--- src/rtl/bcd_counter.sv ---
// Multi-digit BCD up/down counter with a built-in prescaler.
// Produces a packed BCD digit vector (digit 0 in bits [3:0]) plus tick, wrap and terminal-count
// flags for chaining counters.
// Optional feature macro: BCD_CNT_SATURATE_EN makes the counter hold at all-9 (up) or all-0 (down)
// instead of wrapping around.
module bcd_counter #(
  parameter int unsigned NUM_BCDS   = 2,
  parameter int unsigned PRESCALE   = 1000,
  parameter int unsigned PRESCALE_W = 16
) (
  input  logic                  clk,
  input  logic                  rst,
  input  logic                  en,
  input  logic                  up_dn,
  input  logic                  clr,
  input  logic                  load,
  input  logic [NUM_BCDS*4-1:0] load_val,
  output logic [NUM_BCDS*4-1:0] bcd_out,
  output logic                  tick,
  output logic                  wrap,
  output logic                  tc
);

  localparam int unsigned           W        = NUM_BCDS * 4;
  localparam logic [PRESCALE_W-1:0] PresLast = PRESCALE_W'(PRESCALE - 1);

  logic [PRESCALE_W-1:0] presc_q, presc_d;
  logic [W-1:0]          bcd_q, bcd_d;
  logic                  tick_q, tick_d;
  logic                  wrap_q, wrap_d;

  logic         step;
  logic         all9, all0;
  logic [W-1:0] stepped;
  logic [W-1:0] sanitised;

  // Step fires on the last prescaler phase of an enabled cycle.
  always_comb begin
    step = en && (presc_q == PresLast);
  end

  // Digit-wise increment/decrement with ripple carry/borrow, plus end-of-range detection.
  always_comb begin
    logic       carry;
    logic [3:0] digit;
    carry   = 1'b1;
    all9    = 1'b1;
    all0    = 1'b1;
    stepped = bcd_q;
    for (int i = 0; i < NUM_BCDS; i++) begin
      digit = bcd_q[i*4 +: 4];
      all9  = all9 & (digit == 4'd9);
      all0  = all0 & (digit == 4'd0);
      if (carry) begin
        if (up_dn) begin
          stepped[i*4 +: 4] = (digit == 4'd9) ? 4'd0 : digit + 4'd1;
        end else begin
          stepped[i*4 +: 4] = (digit == 4'd0) ? 4'd9 : digit - 4'd1;
        end
      end
      carry = carry & (up_dn ? (digit == 4'd9) : (digit == 4'd0));
    end
  end

  // Load values above 9 become 0 so the digits never leave BCD range.
  always_comb begin
    sanitised = '0;
    for (int i = 0; i < NUM_BCDS; i++) begin
      sanitised[i*4 +: 4] = (load_val[i*4 +: 4] > 4'd9) ? 4'd0 : load_val[i*4 +: 4];
    end
  end

  // Next-state: clr over load over step; reset is applied in the register block.
  always_comb begin
    logic at_end;
    bcd_d   = bcd_q;
    presc_d = presc_q;
    tick_d  = 1'b0;
    wrap_d  = 1'b0;
    at_end  = up_dn ? all9 : all0;
    if (clr) begin
      bcd_d   = '0;
      presc_d = '0;
    end else if (load) begin
      bcd_d   = sanitised;
      presc_d = '0;
    end else if (step) begin
      presc_d = '0;
      tick_d  = 1'b1;
`ifdef BCD_CNT_SATURATE_EN
      if (!at_end) begin
        bcd_d = stepped;
      end
`else
      bcd_d  = stepped;
      wrap_d = at_end;
`endif
    end else if (en) begin
      presc_d = presc_q + 1'b1;
    end
  end

  // State registers with synchronous active-high reset.
  always_ff @(posedge clk) begin
    if (rst) begin
      presc_q <= '0;
      bcd_q   <= '0;
      tick_q  <= 1'b0;
      wrap_q  <= 1'b0;
    end else begin
      presc_q <= presc_d;
      bcd_q   <= bcd_d;
      tick_q  <= tick_d;
      wrap_q  <= wrap_d;
    end
  end

  // Outputs; tc tracks up_dn combinationally.
  always_comb begin
    bcd_out = bcd_q;
    tick    = tick_q;
    wrap    = wrap_q;
    tc      = up_dn ? all9 : all0;
  end

endmodule

--- config.mk ---
export PLATFORM = sky130hd
export DESIGN_NAME = bcd_counter
export DESIGN_NICKNAME = d
export VERILOG_FILES = /design/src/rtl/bcd_counter.sv
export SDC_FILE = /design/constraint.sdc
export NUM_CORES = 1
export LEC_CHECK = 0
export BUFFER_PORTS_ARGS = -buffer_cell sky130_fd_sc_hd__buf_2
export CORE_UTILIZATION = 56
export CTS_CLUSTER_SIZE = 8
export DETAILED_ROUTE_END_ITERATION = 16
export PLACE_DENSITY = 0.79
export SLEW_MARGIN = 20
export SYNTH_ARGS = -nofsm -noshare
export SYNTH_HDL_FRONTEND = slang
export SYNTH_SLANG_ARGS = --single-unit
--- constraint.sdc ---
create_clock -name clk -period 2.1 [get_ports clk]
set_input_delay 0.42 -clock clk [delete_from_list [all_inputs] [get_ports clk]]
set_output_delay 0.42 -clock clk [all_outputs]
set_load 0.01 [all_outputs]
## Word-level counts from Yosys, hierarchy flattened

Index checks and enable logic that the tools add are counted.

| storage, ports and cells | value |
|---|---|
| flip-flop bits (word level) | 26 |
| input port bits | 14 |
| output and inout port bits | 11 |
| word-level logic and storage cells | 42 |

| operators by class | value |
|---|---|
| add/subtract/negate cells | 5 |
| order comparisons | 2 |
| eq/ne operators | 3 |
| mux-type cells | 14 |
| bitwise operators | 3 |
| reductions and logical operators | 10 |

Operators with widths:

| kind | count |
|---|---|
| $mux W4 | 9 |
| $add A16 B1 Y16 const B | 1 |
| $eq A16 B10 Y1 const B | 1 |
| $mux W8 | 2 |
| $add A4 B1 Y4 const B | 2 |
| $eq A4 B4 Y1 const B | 2 |
| $gt A4 B4 Y1 const B | 2 |
| $logic_not A4 Y1 | 2 |
| $reduce_or A4 Y1 | 2 |
| $sub A4 B1 Y4 const B | 2 |
| $reduce_bool A2 Y1 | 2 |
| $mux W1 | 3 |
| $reduce_or A3 Y1 | 1 |
| $and A1 B1 Y1 | 2 |
| $reduce_and A2 Y1 | 1 |
| $reduce_or A2 Y1 | 1 |
| $logic_and A1 B1 Y1 | 1 |
| $not A1 Y1 | 1 |

## Longest topological paths before layout

| logic depth | value |
|---|---|
| depth in word-level cells | 6 |
| gate-level depth with buffers | 7 |
| depth with buffers taken out | 6 |

## Worst setup path before layout

No wires, ideal clock.

| timing | value |
|---|---|
| path type | reg2out |
| from | reg bcd_q[3], in the netlist bcd_out[3] |
| to | out tc |
| data arrival time | 1.286 ns |
| data required time | 1.680 ns |
| slack | 0.394 ns |
| cell stages (with the launch flop) | 5 |
| buffers on the path | 1 |
| cell sequence | dfxtp_1 -> clkbuf_1 -> and4_1 -> a22oi_1 -> nor4_1 |

| on the way | value |
|---|---|
| word-level cells in the longest chain between the ends | 3 |
| elaborated cells on any way between the ends | 5 |
| those cells by class | 1 x eq/ne; 1 x mux; 2 x bitwise; 1 x reduce/logical |

Ends and longest elaborated chain:

| item | line | RTL |
|---|---|---|
| start: declaration | 28 | `logic [W-1:0] bcd_q, bcd_d;` |
| start signal: assignment | 107 | `bcd_q <= '0;` |
| start signal: assignment | 112 | `bcd_q <= bcd_d;` |
| $eq A4 B4 Y1 / $logic_not A4 Y1 (equally long branches) | 52, 53 |  |
| $and A1 B1 Y1, on equally long branches | 52, 53 |  |
| $mux W1 (*) | 123 | `tc = up_dn ? all9 : all0;` |
| end: declaration | 21 | `output logic tc` |

Every way passes the cells marked *; elsewhere a longest branch is shown, timed or not.

## Worst setup path after layout

| timing | value |
|---|---|
| from | reg bcd_q[1], in the netlist bcd_out[1] |
| to | out tc |

Same word-level chain as after synthesis.

==> run_results.csv <==
group,metric,value,unit
status,status,"finished clean",
grt,gr-total-overflow,0,
place,io_buffer_count,24,
yosys,synth.yosys.seq_area_share,32.0,%
setup_path,cp_max_fo,9,
final_layout,fin_nets,230,
final_layout,diodes,0,
clock_tree,cts_buffers,3,
setup_path,ff2ff_setup_slack,0.28,ns
grt,grt_pass1_vias,1450,
final_layout,final_cell_mix,"nor2_1 (30), dfxtp_1 (24), buf_2 (24), nand2_1 (13), xor2_1 (11)",
setup_path,critical_path_arrival,1.59,ns
setup_path,max_stage_delay,0.41,ns
setup_path,cp-end-kind,"output port",
clock_tree,cts_sinks,26,
power_and_ir_drop,power.share.sequential,59.7,%
sta,worst_slew_pin_slew,0.529,ns
worst_hold_path,hold_depth,3,
grt,use_met2,42.7,%
floorplanning,initial_core_util,59.0,%
run,drv_cap,0,
worst_hold_path,worstHoldStart,"load_val[0]",
yosys,ys_warn_count,0,
clock_tree,clk_pin_slew,0.13,ns
setup_path,path_cells,"or2_2, nor4_2, buf_2",
routing,ant_nets,0,
power_and_ir_drop,internal_power,0.000647,W
final_layout,utilization,64.4,%
floorplanning,die_w,55.9,um
clock_tree,cts_buffer_depth,2,
sta,drv_slew,0,
grt,grt_max_degree,17,
grt,grt_usage,24.0,%
clock_tree,cts_tree,"built",
yosys,synth_seq_cells,26,
power_and_ir_drop,ir_drop,0.000356,V
sta,fmax,497,MHz
routing,wire_per_inst,13.8,um
yosys,synth_top_area_share,32.0,%
sta,setup_ws,0.0876,ns
setup_path,crit_type,"reg2out",
final_layout,areaGrowthSynthToFinish,9.15,%
grt,globalRoute.busiestLayer,"met2",
place,pre_cts_ws,0.238,ns
setup_path,cp_top_family,"simple AND/OR/NAND/NOR gates",
clock_tree,worstSkewPairLatency,0.31,ns
floorplanning,fp.dieH,55.9,um
floorplanning,rows,19,
setup_path,r2r_start,"presc_q[0]$_SDFFE_PP0P_",
power_and_ir_drop,p_switching,0.000208,W
yosys,syn_inst,196,
setup_path,crit_buf_inv,1,
sta,setup_viol,0,
routing,drt-pass1-iter-count,4,
power_and_ir_drop,cellLeakagePower,0.695,nW
setup_path,cp.required,1.68,ns
routing,vias_per_cell,6.07,
yosys,yosysTopAreaCell,"dfxtp_1",
sta,min_period,2.01,ns
yosys,synth.distinct_cells,49,
yosys,mappedNetlistArea,0.00163,mm2
sta,fin_skew,0.00830,ns
yosys,synth_edf_count,0,
grt,antenna_found_initial,0,
setup_path,crit_slowest_cell,"dfxtp_1",
final_layout,final_common_cell,"nor2_1",
power_and_ir_drop,netSwitchingFraction,24.3,%
clock_tree,cts_root_buffer,"clkbuf_4",
routing,routed-via-count,1486,
place,gp_congestion,0.903,
grt,grt_pass1_wl,6160,um
yosys,post_synth.cell_area_avg,8.30,um2
worst_hold_path,hold_class,"in2reg",
final_layout,fillers,230,
floorplanning,die_area,0.00312,mm2
setup_path,startpoint_type,"flop",
yosys,ys_top_cells_by_area,"dfxtp_1 (32%), nor2_1 (6.9%), xor2_1 (5.9%)",
routing,drt_iter0_drc,133,
routing,drcViolationCount,0,
power_and_ir_drop,combPwrFrac,11.7,%
sta,fin_tns_setup,0,ns
place,dp_hpwl,2540,um
sta,hold_viol,0,
clock_tree,post-cts-setup-buffer-count,0,
sta,rsz0062_at_grt,"false",
sta,post-route-period-util,95.8,%
worst_hold_path,worstHoldEndpoint,"bcd_out[0]$_SDFFE_PP0P_",
yosys,synth_flop_cell,"dfxtp_1",
power_and_ir_drop,powerDensity,481,mW/mm2
yosys,async_flop_share,0,%
final_layout,ff_latch_area,523,um2
grt,met1_usage,29.4,%
floorplanning,io_pins,25,
floorplanning,core-area,0.00276,mm2
yosys,synth_nets,211,
grt,use_met3,3.02,%
clock_tree,cts_htree_levels,1,
sta,max_slew_margin,64.6,%
power_and_ir_drop,clkPwrFrac,28.6,%
setup_path,r2r-end,"bcd_out[7]$_SDFFE_PP0P_",
final_layout,final_layout_size_suffix_gt1_share,21.0,%
setup_path,rr_worst_depth,6,
routing,drt-total-wl,3390,um
final_layout,multi_input_area,0.00102,mm2
## per-layer routing
layer	share of wire [%]	up-vias
met5	0	-
met4	0.53	0
met3	2.9	2
met2	51	30
met1	46	713
li1	-	741
## state kept, by name, summed over array words and instances (netlist names)
signal and cells:
tick 1, wrap 1, presc_q 16, bcd_out 8
## logic make-up after synthesis
| logic type | after synthesis | share of synthesized area [%] |
|---|---|---|
| compound gates | 34 | 15.5 |
| buf+inv | 17 | 5.77 |
| fa+ha+maj | 1 | 0.769 |
| simple gates | 96 | 33.8 |
| flops | 26 | 32.0 |
| mux | 3 | 1.92 |
| xor+xnor | 19 | 10.2 |
## Yosys cell counts (all sizes together) (2+ instances only)
library cell	instances
a221oi	2
nor4	5
o31ai	4
inv	5
a2111o	2
buf	6
and3	7
nor2	30
nand4	9
nand3	9
nand2	13
o21ai	9
or2	3
a21oi	2
a31oi	2
nand3b	4
o211ai	3
and4	3
clkbuf	5
and2	2
dfxtp	26
nor3	5
a22oi	2
o22ai	3
xor2	11
mux2i	2
nand2b	2
xnor2	8
## worst max path at each step
stage,from,end,cells after the start
finish,bcd_out[1]$_SDFFE_PP0P_,tc,3
global route,bcd_out[1]$_SDFFE_PP0P_,tc,3
CTS,bcd_out[3]$_SDFFE_PP0P_,tc,4
detailed placement,up_dn,tc,5
global placement,up_dn,tc,5
floorplan,bcd_out[3]$_SDFFE_PP0P_,tc,4
## power groups by stage
| stage | sequential [W] | combinational (W) | clock (W) |
|---|---|---|---|
| after floorplan | 0.000516 | 0.0000734 | 0 |
| after global placement | 0.000519 | 0.0000934 | 0 |
| after detailed placement | 0.000520 | 0.0000979 | 0 |
| after CTS | 0.000510 | 0.0000983 | 0.000257 |
| after global routing | 0.000512 | 0.000114 | 0.000274 |
| final | 0.000510 | 0.000100 | 0.000244 |
## timing repair
item / in CTS / in global routing
gates cloned: 0 / 0
resized for setup: 1 / 3
setup endpoints to repair: 1 / 1
hold buffers: 0 / 0
## worst reg2reg max path, delay by kind of cell, from the launching register on
family	cells	cell delay [ns]
simple gates	3	0.53
flops	1	0.39
fa+ha+maj	1	0.24
compound gates	2	0.57
## layout make-up
class / count / share of cell area, %
Inverter: 5 / 1.06
Tap cell: 31 / 2.18
Clock buffer: 4 / 2.04
Sequential cell: 26 / 29.5
Multi-Input combinational cell: 153 / 57.6
Timing Repair Buffer: 26 / 7.61
## through the flow
| stage | cells | power [W] | hold WS (ns) | instance area, um2 |
|---|---|---|---|---|
| after floorplan | 196 | 0.000589 | 0.487 | 1630 |
| after global placement | 241 | 0.000613 | 0.507 | 1730 |
| after detailed placement | 241 | 0.000618 | 0.532 | 1730 |
| after CTS | 245 | 0.000865 | 0.331 | 1760 |
| after global routing | 245 | 0.000899 | 0.349 | 1780 |
| final | 245 | 0.000855 | 0.336 | 1780 |
(Power assumes the default switching activity.)
